`config.mk`:
```
export PLATFORM = sky130hd
export DESIGN_NAME = decode_stage
export DESIGN_NICKNAME = d
export VERILOG_FILES = /design/src/rtl/decode_stage.sv
export SDC_FILE = /design/constraint.sdc
export NUM_CORES = 2
export LEC_CHECK = 0
export BUFFER_PORTS_ARGS = -buffer_cell sky130_fd_sc_hd__clkbuf_2
export CORE_MARGIN = 4
export CORE_UTILIZATION = 55
export CTS_BUF_LIST = sky130_fd_sc_hd__clkbuf_4
export CTS_CLUSTER_SIZE = 14
export DETAILED_ROUTE_END_ITERATION = 10
export PLACE_DENSITY = 0.72
export SETUP_SLACK_MARGIN = 0.1
export SLEW_MARGIN = 20
export SYNTH_ARGS = -nofsm -noshare
export SYNTH_HDL_FRONTEND = slang
export SYNTH_SLANG_ARGS = --single-unit
```
`constraint.sdc`:
```
create_clock -name CLK -period 5.8 [get_ports CLK]
set_input_delay 1.16 -clock CLK [delete_from_list [all_inputs] [get_ports CLK]]
set_output_delay 1.16 -clock CLK [all_outputs]
set_load 0.01 [all_outputs]
```
`src/rtl/decode_stage.sv`:
```
// Types shared by the pipeline stages, followed by the MIPS instruction-decode stage:
// register file with writeback bypass, control decode, load-use hazard detection and halt tracking.
package cpu_types_pkg;
  localparam int unsigned WORD_W  = 32;
  localparam int unsigned ALUOP_W = 4;

  typedef logic [WORD_W-1:0]  word_t;
  typedef logic [ALUOP_W-1:0] aluop_t;

  localparam aluop_t ALU_SLL  = 4'h0;
  localparam aluop_t ALU_SRL  = 4'h1;
  localparam aluop_t ALU_ADD  = 4'h2;
  localparam aluop_t ALU_SUB  = 4'h3;
  localparam aluop_t ALU_AND  = 4'h4;
  localparam aluop_t ALU_OR   = 4'h5;
  localparam aluop_t ALU_XOR  = 4'h6;
  localparam aluop_t ALU_NOR  = 4'h7;
  localparam aluop_t ALU_SLT  = 4'h8;
  localparam aluop_t ALU_SLTU = 4'h9;
  localparam aluop_t ALU_LUI  = 4'hA;

  localparam logic [5:0] OP_RTYPE = 6'h00;
  localparam logic [5:0] OP_J     = 6'h02;
  localparam logic [5:0] OP_JAL   = 6'h03;
  localparam logic [5:0] OP_BEQ   = 6'h04;
  localparam logic [5:0] OP_BNE   = 6'h05;
  localparam logic [5:0] OP_ADDIU = 6'h09;
  localparam logic [5:0] OP_SLTI  = 6'h0A;
  localparam logic [5:0] OP_SLTIU = 6'h0B;
  localparam logic [5:0] OP_ANDI  = 6'h0C;
  localparam logic [5:0] OP_ORI   = 6'h0D;
  localparam logic [5:0] OP_XORI  = 6'h0E;
  localparam logic [5:0] OP_LUI   = 6'h0F;
  localparam logic [5:0] OP_LW    = 6'h23;
  localparam logic [5:0] OP_SW    = 6'h2B;
  localparam logic [5:0] OP_HALT  = 6'h3F;

  localparam logic [5:0] F_SLL  = 6'h00;
  localparam logic [5:0] F_SRL  = 6'h02;
  localparam logic [5:0] F_JR   = 6'h08;
  localparam logic [5:0] F_ADDU = 6'h21;
  localparam logic [5:0] F_SUBU = 6'h23;
  localparam logic [5:0] F_AND  = 6'h24;
  localparam logic [5:0] F_OR   = 6'h25;
  localparam logic [5:0] F_XOR  = 6'h26;
  localparam logic [5:0] F_NOR  = 6'h27;
  localparam logic [5:0] F_SLT  = 6'h2A;
  localparam logic [5:0] F_SLTU = 6'h2B;

  typedef struct packed {
    logic regwrite;
    logic memtoreg;
    logic link;
    logic halt;
  } wb_ctrl_t;

  typedef struct packed {
    logic dren;
    logic dwen;
    logic beq;
    logic bne;
    logic jr;
  } mem_ctrl_t;

  typedef struct packed {
    aluop_t     aluop;
    logic       alusrc;
    logic [1:0] regdst;
    logic       extop;
  } ex_ctrl_t;
endpackage

module decode_stage
  import cpu_types_pkg::*;
(
  input  logic        CLK,
  input  logic        RST,
  input  logic        ihit,
  input  logic [31:0] instr_in,
  input  logic [31:0] npc_in,
  input  logic        flush,
  input  logic        wb_WEN,
  input  logic [4:0]  wb_wsel,
  input  logic [31:0] wb_wdat,
  input  logic        ex_dREN,
  input  logic [4:0]  ex_wsel,
  output logic [31:0] rdat1,
  output logic [31:0] rdat2,
  output logic [31:0] npc_out,
  output logic [25:0] addr_out,
  output logic [3:0]  WBctrl,
  output logic [4:0]  MEMctrl,
  output logic [7:0]  EXctrl,
  output logic        stall,
  output logic        halted
);

  localparam int unsigned NREGS = 32;

  word_t      regs [NREGS];
  logic [5:0] opcode;
  logic [5:0] funct;
  logic [4:0] rs;
  logic [4:0] rt;
  logic       wb_hit;

  wb_ctrl_t   wb_d;
  mem_ctrl_t  mem_d;
  ex_ctrl_t   ex_d;
  logic       uses_rs;
  logic       uses_rt;
  logic       r_alu;
  aluop_t     r_op;
  logic       i_alu;
  aluop_t     i_op;
  logic       i_zext;
  logic       hazard;
  logic       bubble;

  assign opcode = instr_in[31:26];
  assign rs     = instr_in[25:21];
  assign rt     = instr_in[20:16];
  assign funct  = instr_in[5:0];
  assign wb_hit = wb_WEN && (wb_wsel != 5'd0);

  // Register file; r0 is never written and reads are forced to zero below.
  always_ff @(posedge CLK) begin
    if (RST) begin
      for (int i = 0; i < NREGS; i++) regs[i] <= '0;
    end else if (wb_hit) begin
      regs[wb_wsel] <= wb_wdat;
    end
  end

  always_comb begin
    rdat1 = '0;
    rdat2 = '0;
    if (rs != 5'd0) rdat1 = (wb_hit && wb_wsel == rs) ? wb_wdat : regs[rs];
    if (rt != 5'd0) rdat2 = (wb_hit && wb_wsel == rt) ? wb_wdat : regs[rt];
  end

  // Control decode; anything unrecognised leaves every control bit low.
  always_comb begin
    wb_d    = '0;
    mem_d   = '0;
    ex_d    = '0;
    uses_rs = 1'b0;
    uses_rt = 1'b0;
    r_alu   = 1'b0;
    r_op    = ALU_ADD;
    i_alu   = 1'b0;
    i_op    = ALU_ADD;
    i_zext  = 1'b0;
    case (opcode)
      OP_RTYPE: begin
        uses_rs = 1'b1;
        uses_rt = 1'b1;
        r_alu   = 1'b1;
        case (funct)
          F_ADDU: r_op = ALU_ADD;
          F_SUBU: r_op = ALU_SUB;
          F_AND:  r_op = ALU_AND;
          F_OR:   r_op = ALU_OR;
          F_XOR:  r_op = ALU_XOR;
          F_NOR:  r_op = ALU_NOR;
          F_SLT:  r_op = ALU_SLT;
          F_SLTU: r_op = ALU_SLTU;
          F_SLL:  begin r_op = ALU_SLL; uses_rs = 1'b0; end
          F_SRL:  begin r_op = ALU_SRL; uses_rs = 1'b0; end
          F_JR:   begin r_alu = 1'b0; mem_d.jr = 1'b1; end
          default: begin r_alu = 1'b0; uses_rs = 1'b0; uses_rt = 1'b0; end
        endcase
      end
      OP_ADDIU: begin i_alu = 1'b1; i_op = ALU_ADD;  uses_rs = 1'b1; end
      OP_SLTI:  begin i_alu = 1'b1; i_op = ALU_SLT;  uses_rs = 1'b1; end
      OP_SLTIU: begin i_alu = 1'b1; i_op = ALU_SLTU; uses_rs = 1'b1; end
      OP_ANDI:  begin i_alu = 1'b1; i_op = ALU_AND;  i_zext = 1'b1; uses_rs = 1'b1; end
      OP_ORI:   begin i_alu = 1'b1; i_op = ALU_OR;   i_zext = 1'b1; uses_rs = 1'b1; end
      OP_XORI:  begin i_alu = 1'b1; i_op = ALU_XOR;  i_zext = 1'b1; uses_rs = 1'b1; end
      OP_LUI:   begin i_alu = 1'b1; i_op = ALU_LUI;  i_zext = 1'b1; end
      OP_LW: begin
        i_alu         = 1'b1;
        i_op          = ALU_ADD;
        uses_rs       = 1'b1;
        wb_d.memtoreg = 1'b1;
        mem_d.dren    = 1'b1;
      end
      OP_SW: begin
        uses_rs     = 1'b1;
        uses_rt     = 1'b1;
        mem_d.dwen  = 1'b1;
        ex_d.aluop  = ALU_ADD;
        ex_d.alusrc = 1'b1;
        ex_d.extop  = 1'b1;
      end
      OP_BEQ, OP_BNE: begin
        uses_rs    = 1'b1;
        uses_rt    = 1'b1;
        mem_d.beq  = (opcode == OP_BEQ);
        mem_d.bne  = (opcode == OP_BNE);
        ex_d.aluop = ALU_SUB;
        ex_d.extop = 1'b1;
      end
      OP_JAL: begin
        wb_d.regwrite = 1'b1;
        wb_d.link     = 1'b1;
        ex_d.regdst   = 2'b10;
      end
      OP_HALT: wb_d.halt = 1'b1;
      default: ;
    endcase
    if (r_alu) begin
      wb_d.regwrite = 1'b1;
      ex_d.aluop    = r_op;
      ex_d.regdst   = 2'b01;
    end
    if (i_alu) begin
      wb_d.regwrite = 1'b1;
      ex_d.aluop    = i_op;
      ex_d.alusrc   = 1'b1;
      ex_d.regdst   = 2'b00;
      ex_d.extop    = !i_zext;
    end
  end

  assign hazard = ex_dREN && (ex_wsel != 5'd0) &&
                  ((uses_rs && ex_wsel == rs) || (uses_rt && ex_wsel == rt));
  assign bubble = hazard || flush || halted;

  assign stall    = hazard;
  assign npc_out  = npc_in;
  assign addr_out = instr_in[25:0];
  assign WBctrl   = bubble ? 4'b0 : wb_d;
  assign MEMctrl  = bubble ? 5'b0 : mem_d;
  assign EXctrl   = bubble ? 8'b0 : ex_d;

  // Sticky halt: only a HALT that actually advances out of decode sets it.
  always_ff @(posedge CLK) begin
    if (RST) begin
      halted <= 1'b0;
    end else if (ihit && !flush && !hazard && opcode == OP_HALT) begin
      halted <= 1'b1;
    end
  end

endmodule

```
==> flow_summary.ini <==
[status]
outcome = completed

[placement]
io_buffers = 168
gp_congestion = 0.902
dp_hpwl_mm = 115
dpl_cell_area_sq_mm = 0.0588
post-place-ws_ps = 389

[drt]
antenna_left = 0
dr.pass1.iters = 6
drcViolationCount = 0
drt_iter0_drc = 6251
vias_per_cell = 6.88
via_count = 37700
wl_per_cell_um = 35.2
wirelength_mm = 193

[global_route]
overflow = 0
antenna_found_initial = 20
grt_pass1_wl_mm = 270
grt_max_degree = 52
grt_use_total = 0.360
grt_pass1_vias = 37600

[timing]
setup_viol = 0
worst_pin_slew_ps = 1200
clock-skew-final_ps = 0
drv_slew = 0
fin_setup_tns_ps = 0
fin_crit_ps = 5540
timing.final.crit_share = 0.956
layout_setup_ws_ps = 256
hold_viol = 0
slew_headroom = 0.203
holdWs_ps = 246
rsz0062_at_grt = no
max_freq_mhz = 180

[synthesis]
ys_seq_area_frac = 0.546
ys_ff_latch = 1025
yosysUniqueCellTypes = 60
synth_ff_type = edfxtp_1
netlist.area_leader.share = 0.546
synthArstFlopShare = 0
syn_inst = 3738
ys_warn_count = 0
synth_edf_count = 1024
syn_avg_cell_area_sq_um = 15.1
yosys-top-cells-area = edfxtp_1, mux4_2, and2_1, clkbuf_1, mux2_2
syn-cell-area_sq_mm = 0.0563
yosys.area.top_type = edfxtp_1

[clocking]
clk_path_buf_depth = 4
cts_buffers = 286
clock_latency_ps = 1160
cts_tree = yes
htreeDepth = 5
clk_pin_slew_worst_paths_ps = 70
cts.sinks = 1025
postCtsHoldBufs = 0
cts-root-buf = clkbuf_4
cts-resized-gates = 0
cts_setup_buffers = 0

[finish]
fin_area_sq_mm = 0.0621
final_common_cell = edfxtp_1
final_nets = 4056
syn_to_final_growth_pct = 10.3
mostFrequentLayoutCells = edfxtp_1, and2_1, mux4_2
drive_above_1_share = 0.364

[critical_path]
crit_buf_inv = 3
critPathSlowestCell = nor2b_4
start_kind = input pin
worst_ep_arrival_time_ps = 4380
path_common_cell = clkbuf_2
path_cells = clkbuf_2 -> or3_4 -> o31ai_4 -> nor4_4 -> buf_4 -> nor2b_4 -> o21ai_0 -> nand3_1 -> clkbuf_2
end_kind = primary output
cp.required_ps = 4640
critPathKind = in2out
crit_path_max_fanout = 26
critical_path.max_stage_delay_ps = 850
crit_family = simple AND/OR/NAND/NOR gates

[floorplanning]
fp.coreArea_sq_mm = 0.102
std_cell_rows = 117
dieArea_sq_mm = 0.108
io_pins = 253
die_height_um = 328
die_w_um = 328
initial_core_util = 0.553

[flow_run]
drv_cap = 0

[worst_hold_path]
min_path_type = in2reg

[power_and_ir_drop]
seqPwrFrac = 0.500
power_frac_comb = 0.137
intPower_mw = 13.0
p_total_mw = 17.5
p_switching_mw = 4.57
ir_drop_v = 0.000231
pwr-share-clk = 0.362
p_per_area_mw_per_mm2 = 282
p_sw_frac = 0.261
p_leak_nw = 21.7
## cell families after synthesis
kind of cell | Yosys count | share of synthesized area
AND/OR/NAND/NOR | 1366 | 0.142
flip-flops | 1025 | 0.546
multiplexers | 677 | 0.246
buffers and inverters | 462 | 0.0385
AO/OA/AOI/OAI | 186 | 0.0238
XOR/XNOR | 21 | 0.00327
other | 1 | 0.0000666
## area by class of cell
cell class	instances	area (sq um)
Antenna cell	15	37.5
Multi-Input combinational cell	2282	23800
Timing Repair Buffer	342	2490
Fill cell	7549	39600
Clock buffer	409	3070
Tap cell	1368	1710
Clock inverter	32	226
Inverter	7	26.3
Sequential cell	1025	30800
## power groups by stage
stage | sequential (mW) | clock [mW] | combinational [mW]
finish | 8.77 | 6.35 | 2.41
global placement | 8.88 | 0 | 2.35
floorplan | 8.82 | 0 | 1.52
detailed placement | 8.91 | 0 | 2.36
CTS | 8.75 | 6.41 | 2.37
global route | 8.80 | 6.83 | 2.48
## tightest hold or removal path, delay by kind of cell
family | cells | cell delay, ps
buf+inv | 1 | 80
simple gates | 1 | 70
compound gates | 1 | 70
## path summary, 6_finish.rpt
path	startpoint	endpoint	slack (ps)	depth (start not counted)
worst max-delay path	wb_wsel[3]	rdat1[29]	260	9
worst min-delay path	ihit	halted	250	3
worst max register to register	halted	halted	5170	2
worst min register to register	halted	halted	500	2
## flip-flops by register name, indices dropped and copies added, names as in the netlist
name    cells
regs     1024
halted      1
## stage by stage
stage	utilization	cells
2_1_floorplan	-	3769
3_3_place_gp	0.578	5024
3_5_place_dp	0.578	5024
4_1_cts	0.610	5465
5_1_grt	0.610	5472
6_report	0.610	5480
## Yosys cell counts, types with 33 or more instances
cell type / number
or2_2: 35
nand3_1: 48
o22ai_1: 40
mux2_2: 87
edfxtp_1: 1024
mux4_2: 557
nor2_1: 77
mux2i_1: 33
clkbuf_1: 296
buf_4: 82
nand2_1: 136
buf_2: 58
and2_1: 994
## routing by layer
| layer | GRT usage | vias up | wire length (um) |
|---|---|---|---|
| li1 | - | 14700 | - |
| met1 | 0.463 | 18900 | 64900 |
| met2 | 0.553 | 3314 | 89100 |
| met3 | 0.0978 | 740 | 26100 |
| met4 | 0.218 | 8 | 12800 |
| met5 | 0 | - | 48 |
No activity file was read; power rests on OpenSTA's default activity.
